--- config.mk ---
export PLATFORM = sky130hd
export DESIGN_NAME = mem_arbiter
export DESIGN_NICKNAME = d
export VERILOG_FILES = /design/src/rtl/mem_arb_pkg.sv /design/src/rtl/mem_arbiter_rr_picker.sv /design/src/rtl/mem_arbiter.sv
export SDC_FILE = /design/constraint.sdc
export NUM_CORES = 1
export LEC_CHECK = 0
export CAP_MARGIN = 20
export CORE_AREA = 2 2 116 118
export DETAILED_ROUTE_END_ITERATION = 16
export DIE_AREA = 0 0 118 120
export PLACE_DENSITY = 0.7
export SLEW_MARGIN = 20
export SYNTH_ARGS = -nofsm -noshare
export SYNTH_HDL_FRONTEND = slang
export SYNTH_HIERARCHICAL = 1
export SYNTH_SLANG_ARGS = --single-unit
--- constraint.sdc ---
create_clock -name clk_i -period 2.9 [get_ports clk_i]
set_input_delay 0.29 -clock clk_i [delete_from_list [all_inputs] [get_ports clk_i]]
set_output_delay 0.29 -clock clk_i [all_outputs]
set_load 0.1 [all_outputs]
--- src/rtl/mem_arb_pkg.sv ---
// rtl/mem_arb_pkg.sv - shared types and helpers for the icache/dcache memory arbiter
//
// Purpose: state and requester encodings, the latched memory command record
// and a helper that names the opposite requester.
// MEM_ADDR_W / MEM_DATA_W are the widest address and data the command record
// can hold; mem_arbiter instances use widths up to these.
package mem_arb_pkg;

  localparam int unsigned MEM_ADDR_W = 32;
  localparam int unsigned MEM_DATA_W = 32;

  typedef enum logic {
    IDLE = 1'b0,
    BUSY = 1'b1
  } arb_state_e;

  typedef enum logic {
    REQ_I = 1'b0,
    REQ_D = 1'b1
  } requester_e;

  typedef struct packed {
    logic                  wen;
    logic [MEM_ADDR_W-1:0] addr;
    logic [MEM_DATA_W-1:0] wdata;
  } mem_cmd_t;

  function automatic requester_e other_req(input requester_e r);
    return (r == REQ_I) ? REQ_D : REQ_I;
  endfunction

endpackage

--- src/rtl/mem_arbiter_rr_picker.sv ---
// rtl/mem_arbiter_rr_picker.sv - combinational two-way winner selection
//
// Purpose: picks which cache gets the memory port in an IDLE cycle.
// Ports:
//   req        in  [1:0]  request lines, bit REQ_I = icache, bit REQ_D = dcache
//   lock_vld   in  1      a burst lock is held
//   lock_owner in  1      requester holding the burst lock
//   rr_ptr     in  1      requester favoured when both ask and no lock applies
//   gnt_vld    out 1      at least one requester is asking
//   gnt        out 1      winning requester (meaningful while gnt_vld=1)
module rr_picker
  import mem_arb_pkg::*;
(
  input  logic [1:0] req,
  input  logic       lock_vld,
  input  requester_e lock_owner,
  input  requester_e rr_ptr,
  output logic       gnt_vld,
  output requester_e gnt
);

  always_comb begin
    gnt_vld = |req;
    gnt     = rr_ptr;
    if (lock_vld && req[lock_owner]) begin
      // A lock owner that keeps asking continues its burst.
      gnt = lock_owner;
    end else if (req == 2'b01) begin
      gnt = REQ_I;
    end else if (req == 2'b10) begin
      gnt = REQ_D;
    end else begin
      gnt = rr_ptr;
    end
  end

endmodule

--- src/rtl/mem_arbiter.sv ---
// rtl/mem_arbiter.sv - shares one word-wide memory port between icache and dcache
//
// Purpose: grants one cache at a time, registers its command onto the memory
// side, waits for mem_ready_i, then returns a one-cycle ack with read data.
// A burst lock keeps up to BURST_LEN beats from one owner contiguous; the
// round-robin pointer flips to the other cache when a burst ends or is released.
// Ports:
//   clk_i, rst_i                 clock, asynchronous active-low reset
//   i_req_i/i_wen_i/i_addr_i/i_wdata_i  icache request, held until i_ack_o
//   i_ack_o, i_rdata_o           icache completion pulse and read data
//   d_*                          same for dcache
//   mem_req_o/mem_wen_o/mem_addr_o/mem_wdata_o  registered memory command
//   mem_rdata_i, mem_ready_i     memory completion
//   busy_o                       a memory access is outstanding
// Optional (MEM_ARB_PERF_EN defined):
//   perf_i_beats_o, perf_d_beats_o  saturating ack counts per cache
//   perf_conflict_o                 saturating count of IDLE cycles with both requests
module mem_arbiter
  import mem_arb_pkg::*;
#(
  parameter int ADDR_WIDTH = 32,
  parameter int DATA_WIDTH = 32,
  parameter int BURST_LEN  = 8
) (
  input  logic                  clk_i,
  input  logic                  rst_i,
  input  logic                  i_req_i,
  input  logic                  i_wen_i,
  input  logic [ADDR_WIDTH-1:0] i_addr_i,
  input  logic [DATA_WIDTH-1:0] i_wdata_i,
  output logic                  i_ack_o,
  output logic [DATA_WIDTH-1:0] i_rdata_o,
  input  logic                  d_req_i,
  input  logic                  d_wen_i,
  input  logic [ADDR_WIDTH-1:0] d_addr_i,
  input  logic [DATA_WIDTH-1:0] d_wdata_i,
  output logic                  d_ack_o,
  output logic [DATA_WIDTH-1:0] d_rdata_o,
  output logic                  mem_req_o,
  output logic                  mem_wen_o,
  output logic [ADDR_WIDTH-1:0] mem_addr_o,
  output logic [DATA_WIDTH-1:0] mem_wdata_o,
  input  logic [DATA_WIDTH-1:0] mem_rdata_i,
  input  logic                  mem_ready_i,
  output logic                  busy_o
`ifdef MEM_ARB_PERF_EN
  ,
  output logic [31:0]           perf_i_beats_o,
  output logic [31:0]           perf_d_beats_o,
  output logic [31:0]           perf_conflict_o
`endif
);

  localparam int CNT_W = (BURST_LEN > 1) ? $clog2(BURST_LEN) : 1;
  localparam logic [CNT_W-1:0] LAST_BEAT = CNT_W'(BURST_LEN - 1);

  arb_state_e       state_q, state_d;
  mem_cmd_t         cmd_q, cmd_d;
  requester_e       owner_q, owner_d;
  logic             lock_vld_q, lock_vld_d;
  requester_e       lock_owner_q, lock_owner_d;
  logic [CNT_W-1:0] beat_cnt_q, beat_cnt_d;
  requester_e       rr_ptr_q, rr_ptr_d;

  logic [1:0]       req;
  logic             gnt_vld;
  requester_e       gnt;
  mem_cmd_t         i_cmd, d_cmd;
  logic             beat_done;

  assign req = {d_req_i, i_req_i};

  rr_picker u_rr_picker (
    .req        (req),
    .lock_vld   (lock_vld_q),
    .lock_owner (lock_owner_q),
    .rr_ptr     (rr_ptr_q),
    .gnt_vld    (gnt_vld),
    .gnt        (gnt)
  );

  always_comb begin
    i_cmd.wen   = i_wen_i;
    i_cmd.addr  = MEM_ADDR_W'(i_addr_i);
    i_cmd.wdata = MEM_DATA_W'(i_wdata_i);
    d_cmd.wen   = d_wen_i;
    d_cmd.addr  = MEM_ADDR_W'(d_addr_i);
    d_cmd.wdata = MEM_DATA_W'(d_wdata_i);
  end

  // Next-state and datapath latching.
  always_comb begin
    state_d      = state_q;
    cmd_d        = cmd_q;
    owner_d      = owner_q;
    lock_vld_d   = lock_vld_q;
    lock_owner_d = lock_owner_q;
    beat_cnt_d   = beat_cnt_q;
    rr_ptr_d     = rr_ptr_q;

    case (state_q)
      IDLE: begin
        // Owner stopped asking: give up the lock and favour the other cache.
        if (lock_vld_q && !req[lock_owner_q]) begin
          lock_vld_d = 1'b0;
          rr_ptr_d   = other_req(lock_owner_q);
        end
        if (gnt_vld) begin
          state_d = BUSY;
          owner_d = gnt;
          cmd_d   = (gnt == REQ_D) ? d_cmd : i_cmd;
          // A new owner starts a fresh burst; this overrides a release made
          // in the same cycle so the newcomer holds the lock.
          if (!lock_vld_q || (lock_owner_q != gnt)) begin
            lock_vld_d   = 1'b1;
            lock_owner_d = gnt;
            beat_cnt_d   = '0;
          end
        end
      end

      BUSY: begin
        if (mem_ready_i) begin
          state_d = IDLE;
          if (beat_cnt_q == LAST_BEAT) begin
            lock_vld_d = 1'b0;
            beat_cnt_d = '0;
            rr_ptr_d   = other_req(owner_q);
          end else begin
            beat_cnt_d = beat_cnt_q + 1'b1;
          end
        end
      end

      default: begin
        state_d = IDLE;
      end
    endcase
  end

  always_ff @(posedge clk_i or negedge rst_i) begin
    if (!rst_i) begin
      state_q      <= IDLE;
      cmd_q        <= '0;
      owner_q      <= REQ_I;
      lock_vld_q   <= 1'b0;
      lock_owner_q <= REQ_I;
      beat_cnt_q   <= '0;
      rr_ptr_q     <= REQ_D;
    end else begin
      state_q      <= state_d;
      cmd_q        <= cmd_d;
      owner_q      <= owner_d;
      lock_vld_q   <= lock_vld_d;
      lock_owner_q <= lock_owner_d;
      beat_cnt_q   <= beat_cnt_d;
      rr_ptr_q     <= rr_ptr_d;
    end
  end

  // mem_req_o comes straight from the state flop so an async reset drops it
  // without waiting for a clock edge.
  assign busy_o      = (state_q == BUSY);
  assign mem_req_o   = (state_q == BUSY);
  assign mem_wen_o   = cmd_q.wen;
  assign mem_addr_o  = ADDR_WIDTH'(cmd_q.addr);
  assign mem_wdata_o = DATA_WIDTH'(cmd_q.wdata);

  assign beat_done = (state_q == BUSY) && mem_ready_i;
  assign i_ack_o   = beat_done && (owner_q == REQ_I);
  assign d_ack_o   = beat_done && (owner_q == REQ_D);
  assign i_rdata_o = i_ack_o ? mem_rdata_i : '0;
  assign d_rdata_o = d_ack_o ? mem_rdata_i : '0;

`ifdef MEM_ARB_PERF_EN
  logic [31:0] perf_i_q, perf_d_q, perf_c_q;
  logic        conflict;

  assign conflict = (state_q == IDLE) && i_req_i && d_req_i;

  always_ff @(posedge clk_i or negedge rst_i) begin
    if (!rst_i) begin
      perf_i_q <= '0;
      perf_d_q <= '0;
      perf_c_q <= '0;
    end else begin
      if (i_ack_o && (perf_i_q != '1)) perf_i_q <= perf_i_q + 32'd1;
      if (d_ack_o && (perf_d_q != '1)) perf_d_q <= perf_d_q + 32'd1;
      if (conflict && (perf_c_q != '1)) perf_c_q <= perf_c_q + 32'd1;
    end
  end

  assign perf_i_beats_o  = perf_i_q;
  assign perf_d_beats_o  = perf_d_q;
  assign perf_conflict_o = perf_c_q;
`endif

endmodule
# ---- After elaboration in Yosys (flattened, before gate mapping)
# Cells that the tools add are included.
dict set report totals {
  regBits 73
  out_inout_bits 133
  in_bits 167
  elab_cells 64
}
dict set report op_classes {
  mux 28
  n_eq_ne 9
  n_lt_le_gt_ge 1
  n_bitwise 2
  n_reduce_logical 14
  addsub 1
}
# cell count
set ops {}
lappend ops {{65-bit two-way mux} 1}
lappend ops {{32-bit two-way mux} 2}
lappend ops {{1-bit two-way mux} 17}
lappend ops {{3-bit two-way mux} 4}
lappend ops {{3-bit AND reduction} 3}
lappend ops {{2-bit inequality test (second input constant)} 4}
lappend ops {{1-bit one-hot mux with 2 select lines} 3}
lappend ops {{3-bit one-hot mux with 2 select lines} 1}
lappend ops {{1-bit logical AND} 5}
lappend ops {{2-bit AND reduction} 2}
lappend ops {{3-bit by 1-bit adder with 3-bit output (second input constant)} 1}
lappend ops {{3-bit equality test (second input constant)} 1}
lappend ops {{2-bit by 1-bit equality test with 1-bit output (second input constant)} 1}
lappend ops {{2-bit equality test (second input constant)} 1}
lappend ops {{1-bit logical NOT} 2}
lappend ops {{1-bit by 2-bit less-than comparator with 1-bit output (second input constant)} 1}
lappend ops {{2-bit by 1-bit inequality test with 1-bit output (second input constant)} 1}
lappend ops {{1-bit inverter} 2}
lappend ops {{2-bit OR reduction} 1}
lappend ops {{1-bit logical OR} 1}
lappend ops {{1-bit inequality test} 1}

# ---- Depth between registers and ports, before layout
# Gate-level depths: netlist (run 1).
dict set report logic_depth {
  ltp_word 9
  ltp_mapped 7
  ltp_nobuf 5
}

# ---- Hierarchy
# Netlist (run 1), hierarchy kept.
# module cells_each seq_area_each_um2 instances area_each_um2
set by_module_without_submodules {}
lappend by_module_without_submodules {mem_arbiter 397 1828.0 1 3926.3}
lappend by_module_without_submodules {rr_picker 5 0.0 1 30.0}

# ---- Least setup slack after synthesis (run 1)
# No wires, ideal clock.
dict set report synth_path {
  path_type {register -> output}
  start {register state_q (netlist: busy_o)}
  end {output i_rdata_o[22]}
  path_buffers 1
  t_arrival_ns 2.709
  slack_ns -0.099
  path_stages_with_launch 5
  cell_sequence {dfrtp_1 -> nand2_2 -> nor2_2 -> buf_2 -> and2_1}
}
dict set report synth_between {
  elab_chain_len 3
}
# element line
set synth_lines {}
lappend synth_lines {{start: declaration} mem_arbiter.sv:57} ;# arb_state_e state_q, state_d;
lappend synth_lines {{start signal: assignment} mem_arbiter.sv:151} ;# state_q <= state_d;
lappend synth_lines {{1-bit logical AND} mem_arbiter.sv:169} ;# assign beat_done = (state_q == BUSY) && mem_ready_i;
lappend synth_lines {{1-bit logical AND} mem_arbiter.sv:170} ;# assign i_ack_o = beat_done && (owner_q == REQ_I);
lappend synth_lines {{via i_ack_o} mem_arbiter.sv:31} ;# output logic i_ack_o,
lappend synth_lines {{32-bit two-way mux} mem_arbiter.sv:172} ;# assign i_rdata_o = i_ack_o ? mem_rdata_i : '0;
lappend synth_lines {{end: declaration} mem_arbiter.sv:32} ;# output logic [DATA_WIDTH-1:0] i_rdata_o,
# The timed path passes the listed nets, and every way through them passes these cells.

# ---- Worst setup path in the final report (run 1)
dict set report layout_path {
  start {input mem_ready_i}
  end {output i_rdata_o[21]}
}
dict set report layout_between {
  elab_chain_len 3
}
# element line
set layout_lines {}
lappend layout_lines {{start: declaration} mem_arbiter.sv:44} ;# input logic mem_ready_i,
lappend layout_lines {{1-bit logical AND} mem_arbiter.sv:169}
lappend layout_lines {{1-bit logical AND} mem_arbiter.sv:170}
lappend layout_lines {{32-bit two-way mux} mem_arbiter.sv:172}
# Every way passes these cells.

==> flow_metrics.py, run 1 <==
metrics = {
    "status": {
        "run_status": "finished clean",
    },
    "worst_setup_path": {
        "cp_data_arrival_time_ns": 1.82,
        "setup.worst_path.end_class": "output port",
        "timing.critical_path.from_type": "input pin",
        "worst-r2r-setup-slack_ns": 1.05,
        "crit-reg2reg-launch": "rr_ptr_q",
        "rr_endpoint": "lock_vld_q",
        "timing.critical_path.fanout_max": 33,
        "worst_r2r_path_depth": 6,
        "criticalPathCategory": "input pin to output port",
        "cp.required_ns": 2.61,
    },
    "sta": {
        "clock_period_minus_final_worst_setup_slack_ns": 2.11,
        "timing.fmax_mhz": 474,
        "maxSlewHeadroom": 0.385,
        "drv_slew": 0,
        "unrepaired_setup_endpoints_after_global_routing": "no",
        "timing_worst_slew_pin_value_ns": 0.923,
        "period_share": 0.728,
        "setup_violations": 0,
        "setup_tns_ns": 0,
        "post-route-worst-setup-slack_ns": 0.789,
        "timing_hold_violations_final": 0,
        "fin_worst_skew_ns": 0.00590,
    },
    "clock_network": {
        "cts_tree": "built",
        "count_of_h_tree_levels_built_during_cts": 3,
        "path_clk_slew_ns": 0.06,
        "cts_setup_buffers": 0,
        "numCtsBuffers": 9,
        "cts_resized": 0,
        "numClockSinks": 73,
        "clockBufferDepth": 2,
        "clk_latency_ns": 0.32,
        "postCtsHoldBufs": 0,
        "root_driver": "sky130_fd_sc_hd__clkbuf_16",
    },
    "drt": {
        "remaining_drc_errors": 0,
        "post_drt_wl_per_cell_um": 15.3,
        "drt_wl_total_um": 13300,
        "antenna_violating_nets_post_route": 0,
        "vias": 3896,
        "drt_iter0_drc": 99,
        "routed_via_density": 4.48,
        "pre_antenna_drt_iters": 4,
    },
    "synth": {
        "number_of_distinct_library_cells_after_synthesis": 29,
        "post-synth-top-area-fraction": 0.455,
        "synth-warning-count": 6,
        "syn-mean-instance-area_um2": 9.84,
        "syn_nets": 571,
        "netlist_top_cells_area": "sky130_fd_sc_hd__dfrtp_1 (46%), sky130_fd_sc_hd__mux2i_1 (17%), sky130_fd_sc_hd__and2_1 (10%)",
        "post_synth_top_area_cell": "sky130_fd_sc_hd__dfrtp_1",
        "netlist_area_um2": 3960,
        "netlist_instances": 402,
        "synth_seq_area_share": 0.462,
        "synth-seq-cells": 73,
    },
    "pwr": {
        "power.density_nw_per_um2": 1210,
        "p_leak_nw": 3.54,
        "vdd_ir_drop_max_uv": 648,
    },
    "floorplanning": {
        "io-pin-count": 300,
        "die_y_um": 120,
        "fp.coreArea_um2": 13000,
        "die_area_um2": 14200,
        "fp-row-count": 42,
        "chipWidth_um": 118,
        "initial_utilization": 0.305,
    },
    "cells_and_area": {
        "drive_gt1_frac": 0.274,
        "finish.net_count": 857,
        "antenna-diode-count": 0,
        "relative_area_change_from_synthesis_to_final_layout_pct": 98.6,
        "fill_cells": 1105,
    },
    "placed_design": {
        "io_buffer_count": 299,
        "dpl.hpwl_um": 11000,
        "gp_routability_congestion": 0.798,
        "dp_worst_setup_slack_ns": 0.782,
    },
    "global_route": {
        "grtUsageTotal": 0.189,
        "grt_start_max_net_pins": 74,
        "grt_first_pass_wirelength_um": 21000,
        "globalRouteOverflowTotal": 0,
        "antenna_found_initial": 0,
        "grt_pass1_vias": 3971,
    },
    "run": {
        "drv_cap": 0,
    },
    "min_path": {
        "timing.hold.worst.class": "input pin to asynchronous set/reset pin",
    },
}
## worst max path at each step
stage | endpoint | slack (ns) | cells after the start | start
6_report | i_rdata_o[21] | 0.79 | 6 | mem_ready_i
5_1_grt | i_rdata_o[21] | 0.69 | 6 | mem_ready_i
4_1_cts | i_rdata_o[2] | 0.78 | 6 | mem_ready_i
3_5_place_dp | i_rdata_o[2] | 0.78 | 6 | mem_ready_i
3_3_place_gp | lock_vld_q | 0.84 | 7 | d_req_i
2_1_floorplan | i_rdata_o[22] | 0.17 | 4 | busy_o
## cell usage in the layout, fill, tap and decap left out, types with 2 or more instances in the layout
| cell type | count |
|---|---|
| sky130_fd_sc_hd__ha_1 | 2 |
| sky130_fd_sc_hd__o21ai_2 | 10 |
| sky130_fd_sc_hd__clkinv_2 | 2 |
| sky130_fd_sc_hd__and2_2 | 18 |
| sky130_fd_sc_hd__nor2_1 | 3 |
| sky130_fd_sc_hd__dfrtp_1 | 72 |
| sky130_fd_sc_hd__mux2i_1 | 68 |
| sky130_fd_sc_hd__o21ai_1 | 56 |
| sky130_fd_sc_hd__clkbuf_1 | 2 |
| sky130_fd_sc_hd__buf_12 | 70 |
| sky130_fd_sc_hd__nand2_1 | 72 |
| sky130_fd_sc_hd__a21oi_1 | 4 |
| sky130_fd_sc_hd__clkbuf_16 | 9 |
| sky130_fd_sc_hd__inv_1 | 2 |
| sky130_fd_sc_hd__a31o_2 | 2 |
| sky130_fd_sc_hd__clkdlybuf4s50_1 | 165 |
| sky130_fd_sc_hd__nand3_1 | 4 |
| sky130_fd_sc_hd__buf_4 | 70 |
| sky130_fd_sc_hd__and2_1 | 46 |
## power breakdown
group          switching [mW]  total, mW  internal [mW]
clock network           0.398       1.06          0.664
registers               0.285       1.76           1.48
logic                    5.00       6.71           1.71
total                    5.68       9.54           3.86
## registers in the layout, summed over array words and instances, names as in the netlist
name and count:
mem_wen_o 1, rr_ptr_q 1, busy_o 1, lock_vld_q 1
beat_cnt_q 3, lock_owner_q 1, mem_addr_o 32, owner_q 1
mem_wdata_o 32
## cell families after synthesis
logic type | Yosys count | synth area share
AOI/OAI and AO/OA | 76 | 0.109
xor gates and xnor gates | 1 | 0.00221
adders and majority gates | 2 | 0.00632
buffers and inverters | 32 | 0.0601
DFF | 73 | 0.462
muxes | 68 | 0.172
and+or+nand+nor | 150 | 0.188
## cell type report
| type | count | area, um^2 | area share |
|---|---|---|---|
| clock buffers | 11 | 233 | 0.0296 |
| inverters | 2 | 7.51 | 0.000955 |
| flip-flops and latches | 73 | 1830 | 0.233 |
| clock inverters | 5 | 56.3 | 0.00717 |
| well taps | 176 | 220 | 0.0280 |
| repair buffers | 305 | 3580 | 0.455 |
| multi-input cells | 297 | 1930 | 0.246 |
## per-layer routing
layer | track usage | up-vias | routed length [um]
met1 | 0.199 | 1773 | 4860
met5 | 0 | - | 0
li1 | - | 1921 | -
met3 | 0.0627 | 14 | 1130
met4 | 0.0738 | 0 | 265
met2 | 0.347 | 188 | 7010
## cell usage after synthesis
cell type / n
sky130_fd_sc_hd__nand2_2: 1
sky130_fd_sc_hd__o21ai_1: 56
sky130_fd_sc_hd__dfstp_2: 1
sky130_fd_sc_hd__and3_1: 1
sky130_fd_sc_hd__buf_4: 5
sky130_fd_sc_hd__o21ai_0: 1
sky130_fd_sc_hd__and2_1: 64
sky130_fd_sc_hd__buf_6: 8
sky130_fd_sc_hd__clkbuf_2: 10
sky130_fd_sc_hd__a31o_2: 2
sky130_fd_sc_hd__clkbuf_4: 1
sky130_fd_sc_hd__nor2b_1: 1
sky130_fd_sc_hd__nor2_2: 1
sky130_fd_sc_hd__o21ai_2: 10
sky130_fd_sc_hd__or2_2: 1
sky130_fd_sc_hd__ha_1: 2
sky130_fd_sc_hd__dfrtp_1: 72
sky130_fd_sc_hd__nand3_1: 4
sky130_fd_sc_hd__nand2b_1: 2
sky130_fd_sc_hd__xnor2_1: 1
sky130_fd_sc_hd__a21oi_1: 4
sky130_fd_sc_hd__a21boi_0: 1
sky130_fd_sc_hd__inv_1: 2
sky130_fd_sc_hd__nor2_1: 3
sky130_fd_sc_hd__nand2_1: 72
sky130_fd_sc_hd__buf_12: 1
sky130_fd_sc_hd__buf_2: 5
sky130_fd_sc_hd__mux2i_1: 68
sky130_fd_sc_hd__o22ai_1: 2
## stage by stage
step                cell area, um^2  std cells  total power [mW]   util  hold WS (ns)
floorplan                      3980        402              6.75      -      -0.00559
CTS                            7860        869              9.63  0.605         0.139
finish                         7860        869              9.54  0.605         0.104
detailed placement             7570        853              8.54  0.583         0.469
global placement               7570        853              8.44  0.583         0.464
global route                   7860        869              9.93  0.605         0.178
## worst max-delay path, cell delays in order
cell and delay (ns):
sky130_fd_sc_hd__clkdlybuf4s50_1 0.61, sky130_fd_sc_hd__nand2_2 0.13, sky130_fd_sc_hd__nor2_2 0.09, sky130_fd_sc_hd__buf_4 0.27, sky130_fd_sc_hd__and2_1 0.23, sky130_fd_sc_hd__buf_12 0.19
Note: power is estimated with default switching activity, not from simulation.
==> run 2: changes to the inputs <==
CORE_AREA = 2 2 118 120   (was 2 2 116 118)
DIE_AREA = 0 0 120 122   (was 0 0 118 120)
PLACE_DENSITY = 0.68   (was 0.7)
clock period = 2 ns   (was 2.9 ns; I/O delays follow)
==> run 2 against run 1 <==
  * Design area increased by 1.7%
  * Via count is 2.0% higher
  * Clock skew increased by 0.0054 ns
  * Register-to-register slack worse by 0.76 ns
  * Clock power increased by 34%
  * Combinational power grew 47%
  * Final cell count is 0.92% higher
==> flow_metrics.py, run 2 (synthesis results as in run 1) <==
metrics = {
    "floorplanning": {
        "io-pin-count": 300,
        "fp-row-count": 43,
        "die_y_um": 122,
        "initial_utilization": 0.293,
        "die_area_um2": 14600,
        "fp.coreArea_um2": 13500,
        "chipWidth_um": 120,
    },
    "placed_design": {
        "dpl_cell_area_um2": 7720,
        "gp_routability_congestion": 0.849,
        "dpl.hpwl_um": 11700,
        "io_buffer_count": 299,
        "post-place-cells": 861,
    },
    "global_route": {
        "grt_start_max_net_pins": 67,
        "grt_pass1_vias": 4117,
        "grtUsageTotal": 0.189,
        "antenna_found_initial": 0,
        "grt_first_pass_wirelength_um": 21600,
        "globalRouteOverflowTotal": 0,
    },
    "sta": {
        "setup_violations": 0,
        "drv_slew": 0,
        "fin_worst_skew_ns": 0.0113,
        "unrepaired_setup_endpoints_after_global_routing": "no",
        "timing_worst_slew_pin_value_ns": 0.421,
        "setup_tns_ns": 0,
        "timing.fmax_mhz": 554,
        "maxSlewHeadroom": 0.719,
        "timing_hold_violations_final": 0,
        "clock_period_minus_final_worst_setup_slack_ns": 1.81,
        "period_share": 0.903,
    },
    "cells_and_area": {
        "layout.cells.most_common_list": "sky130_fd_sc_hd__clkdlybuf4s50_1 (165), sky130_fd_sc_hd__buf_12 (73), sky130_fd_sc_hd__nand2_1 (72)",
        "finish.net_count": 862,
        "post_route_standard_cell_area_excluding_fillers_um2": 7990,
        "relative_area_change_from_synthesis_to_final_layout_pct": 102,
        "layout.cells.most_common": "sky130_fd_sc_hd__clkdlybuf4s50_1",
        "antenna-diode-count": 0,
        "stdcell_count": 877,
        "drive_gt1_frac": 0.343,
    },
    "run": {
        "drv_cap": 0,
    },
    "clock_network": {
        "postCtsHoldBufs": 1,
        "cts_tree": "built",
        "cts_resized": 0,
        "cts_setup_buffers": 0,
        "count_of_h_tree_levels_built_during_cts": 3,
        "clockBufferDepth": 2,
        "numClockSinks": 73,
        "path_clk_slew_ns": 0.06,
        "clk_latency_ns": 0.33,
        "root_driver": "sky130_fd_sc_hd__clkbuf_16",
        "numCtsBuffers": 9,
    },
    "pwr": {
        "vdd_ir_drop_max_uv": 1250,
        "power.clock.fraction": 0.103,
        "p_leak_nw": 3.61,
        "power.density_nw_per_um2": 1730,
        "p_switching_mw": 8.27,
        "swShare": 0.598,
        "comb_power_share": 0.712,
        "p_int_mw": 5.55,
        "pwr-share-seq": 0.185,
    },
    "min_path": {
        "timing.hold.worst.class": "input pin to asynchronous set/reset pin",
    },
    "worst_setup_path": {
        "crit_chain": "nand2_2 > nor2_2 > buf_12 > and2_2 > buf_12",
        "timing.critical_path.fanout_max": 33,
        "worst-r2r-setup-slack_ns": 0.29,
        "cp_data_arrival_time_ns": 1.61,
        "crit_path_most_repeated_cell": "sky130_fd_sc_hd__buf_12",
        "setup.worst_path.end_class": "output port",
        "max_stage_delay_ns": 0.46,
        "cp.required_ns": 1.80,
        "criticalPathCategory": "flop to output port",
        "timing.critical_path.from_type": "flop",
        "critPathSlowestCell": "sky130_fd_sc_hd__dfrtp_2",
    },
    "status": {
        "run_status": "finished clean",
    },
    "drt": {
        "drt_wl_total_um": 14200,
        "antenna_violating_nets_post_route": 0,
        "pre_antenna_drt_iters": 5,
        "post_drt_wl_per_cell_um": 16.2,
        "routed_via_density": 4.53,
        "drt_iter0_drc": 122,
        "vias": 3973,
        "remaining_drc_errors": 0,
    },
}
## run 2: routing by layer
layer | up-vias | wire [um] | share of wire | global-route usage
li1 | 1937 | - | - | -
met2 | 198 | 7670 | 0.54 | 0.353
met5 | - | 0 | 0 | 0
met4 | 0 | 356 | 0.025 | 0.0699
met3 | 25 | 1250 | 0.088 | 0.0655
met1 | 1813 | 4910 | 0.35 | 0.194
## run 2: per-stage QoR
stage | hold WS [ns] | power (mW) | setup WS [ns] | utilization
finish | 0.349 | 13.8 | 0.194 | 0.591
global route | 0.395 | 14.4 | 0.0696 | 0.591
CTS | 0.355 | 14.0 | 0.160 | 0.591
detailed placement | 0.169 | 12.5 | 0.119 | 0.572
global placement | 0.157 | 12.4 | 0.130 | 0.572
floorplan | -0.0956 | 9.86 | 0.00636 | -
## run 2: power by group through the flow
stage	Sequential [mW]	Clock, mW	Combinational [mW]
after global routing	2.66	1.52	10.2
after floorplan	6.91	0	2.95
final	2.56	1.42	9.84
after CTS	2.57	1.46	9.93
after global placement	2.55	0	9.82
after detailed placement	2.58	0	9.92
## run 2: path summary, 6_finish.rpt
check | endpoint | cells past startpoint | startpoint
max in group asynchronous | rr_ptr_q | 3 | rst_i
hold reg to reg | mem_addr_o[1] | 2 | mem_addr_o[1]
hold / removal | mem_addr_o[11] | 2 | rst_i
min in group clk_i | mem_addr_o[1] | 2 | mem_addr_o[1]
setup reg to reg | mem_addr_o[21] | 5 | rr_ptr_q
setup / recovery | i_rdata_o[6] | 5 | busy_o
## run 2: layout make-up
| cell class | count | area, um^2 |
|---|---|---|
| tap | 180 | 225 |
| inverter | 2 | 7.51 |
| sequential | 73 | 1830 |
| clock inverter | 3 | 18.8 |
| multi-input combinational | 297 | 2010 |
| timing repair buffer | 310 | 3660 |
| clock buffer | 12 | 236 |
| fill | 1141 | 5520 |
## run 2: worst max-delay path: cells and delay by family, from the launching register on
kind                   cells  cell delay (ns)
DFF                        1             0.46
buffers and inverters      2             0.36
and+or+nand+nor            3             0.46
==> run 3: changes to the inputs <==
CORE_AREA = default   (was 2 2 118 120)
CORE_MARGIN = 4   (was default)
CORE_UTILIZATION = 34   (was default)
DIE_AREA = default   (was 0 0 120 122)
PLACE_DENSITY = 0.77   (was 0.68)
SLEW_MARGIN = default   (was 20)
==> run 3 against run 2 <==
  * Core utilization up 11 points
  * Total power up 2.7%
  * Via count down 0.73%
  * Count of clock-buffer cells in the layout down 2
  * Final cell count down 4.1%
  * Routed wire length up 2.5%
  * Global-route usage up 1.9 points
  * Largest cell class unchanged
  * Clock skew down 0.0029 ns
  * Flip-flop and latch count unchanged
==> flow_metrics.py, run 3 (synthesis results as in run 1) <==
metrics = {
    "clock_network": {
        "numCtsBuffers": 9,
        "root_driver": "sky130_fd_sc_hd__clkbuf_16",
        "count_of_h_tree_levels_built_during_cts": 3,
        "cts_setup_buffers": 0,
        "path_clk_slew_ns": 0.06,
        "clk_latency_ns": 0.33,
        "numClockSinks": 73,
        "clockBufferDepth": 2,
        "cts_tree": "built",
    },
    "drt": {
        "drt_wl_total_um": 14500,
        "drt_iter0_drc": 116,
        "remaining_drc_errors": 0,
        "vias": 3944,
        "pre_antenna_drt_iters": 4,
        "routed_via_density": 4.69,
        "antenna_violating_nets_post_route": 0,
        "post_drt_wl_per_cell_um": 17.3,
    },
    "floorplanning": {
        "initial_utilization": 0.346,
        "io-pin-count": 300,
        "die_area_um2": 13400,
        "fp.coreArea_um2": 11400,
        "fp-row-count": 39,
        "chipWidth_um": 116,
        "die_y_um": 116,
    },
    "worst_setup_path": {
        "worstSetupPathDepth": 5,
        "timing.critical_path.fanout_max": 33,
        "max_stage_delay_ns": 0.46,
        "setup.worst_path.end_class": "output port",
        "worst_r2r_path_depth": 5,
        "timing.critical_path.from_type": "flop",
        "crit_path_most_repeated_cell": "sky130_fd_sc_hd__buf_12",
        "cp.required_ns": 1.80,
        "cp_data_arrival_time_ns": 1.60,
        "critPathBufInv": 2,
        "criticalPathCategory": "flop to output port",
        "crit_chain": "nand2_2 > nor2_2 > buf_12 > and2_2 > buf_12",
        "family_with_the_most_delay_on_the_worst_path": "flip-flops",
        "critPathSlowestCell": "sky130_fd_sc_hd__dfrtp_2",
    },
    "sta": {
        "drv_slew": 0,
        "unrepaired_setup_endpoints_after_global_routing": "no",
        "timing_hold_violations_final": 0,
        "hold_ws_ns": 0.362,
        "fin_worst_skew_ns": 0.00836,
        "setup_violations": 0,
        "clock_period_minus_final_worst_setup_slack_ns": 1.80,
        "maxSlewHeadroom": 0.681,
        "period_share": 0.898,
        "setup_tns_ns": 0,
        "timing_worst_slew_pin_value_ns": 0.478,
        "timing.fmax_mhz": 557,
    },
    "cells_and_area": {
        "post_route_standard_cell_area_excluding_fillers_um2": 8020,
        "drive_gt1_frac": 0.347,
        "layout.cells.most_common": "sky130_fd_sc_hd__clkdlybuf4s50_1",
        "finish.net_count": 861,
        "layout.cells.most_common_list": "sky130_fd_sc_hd__clkdlybuf4s50_1 (165), sky130_fd_sc_hd__buf_12 (74), sky130_fd_sc_hd__nand2_1 (72)",
        "fin_util": 0.703,
        "fill_cells": 849,
        "relative_area_change_from_synthesis_to_final_layout_pct": 103,
    },
    "placed_design": {
        "gp_routability_congestion": 0.853,
        "dpl_cell_area_um2": 7680,
        "io_buffer_count": 299,
        "dpl.hpwl_um": 12100,
    },
    "global_route": {
        "grt_use_met2": 0.387,
        "globalRouteOverflowTotal": 0,
        "antenna_found_initial": 1,
        "use_met1": 0.225,
        "grt_first_pass_wirelength_um": 21500,
        "gr-max-usage-layer": "met2",
        "grt_pass1_vias": 4093,
        "grtUsageTotal": 0.208,
        "grt_start_max_net_pins": 60,
        "grt.met3_usage": 0.0569,
    },
    "min_path": {
        "timing.hold.worst.class": "input pin to asynchronous set/reset pin",
    },
    "pwr": {
        "p_leak_nw": 3.64,
        "power.density_nw_per_um2": 1770,
        "finalPower_mw": 14.2,
        "vdd_ir_drop_max_uv": 1070,
    },
    "status": {
        "run_status": "finished clean",
    },
    "run": {
        "drv_cap": 0,
    },
}
## run 3: cell types whose count changed in the layout (fill, tap and decap cells not counted), sizes merged
cell	delta
clkbuf	-2
clkinvlp	+1
inv	+1
bufinv	+2
diode	+1
buf	-1
clkinv	-1
## run 3: area by class of cell
type                            count  area, um^2  area share
Timing Repair Buffer              309        3660       0.456
Tap cell                          143         179      0.0223
Clock inverter                      6        90.1      0.0112
Antenna cell                        1        2.50    0.000312
Clock buffer                       10         239      0.0298
Inverter                            2        7.51    0.000936
Multi-Input combinational cell    297        2010       0.251
Sequential cell                    73        1830       0.228
## run 3: metrics by stage
step	worst slack, ns	cells
4_1_cts	0.178	840
6_report	0.203	841
5_1_grt	0.0799	841
3_3_place_gp	0.159	823
3_5_place_dp	0.120	823
2_1_floorplan	0.00636	402
## run 3: timing repair
action	4_1_cts	5_1_grt
resized for setup	0	0
hold buffers	1	0
hold endpoints to repair	36	0
## run 3: worst paths after layout
check	start	end	slack, ns
worst max register to register	rr_ptr_q	mem_addr_o[28]	0.23
worst max-delay path	busy_o	i_rdata_o[13]	0.20
min in group clk_i	mem_wdata_o[31]	mem_wdata_o[31]	0.48
worst min-delay path	rst_i	mem_wdata_o[9]	0.36
max in group asynchronous	rst_i	rr_ptr_q	0.99
worst min register to register	mem_wdata_o[31]	mem_wdata_o[31]	0.48
## run 3: power breakdown
group	switching [mW]	total (mW)	internal, mW
Clock	0.632	1.76	1.13
Sequential	0.434	2.58	2.15
Combinational	7.28	9.86	2.58
## run 3: metal layers
metal	vias to the layer above	wire, um
li1	1934	-
met1	1800	5180
met2	189	7720
met3	21	1240
met4	0	390
met5	-	0
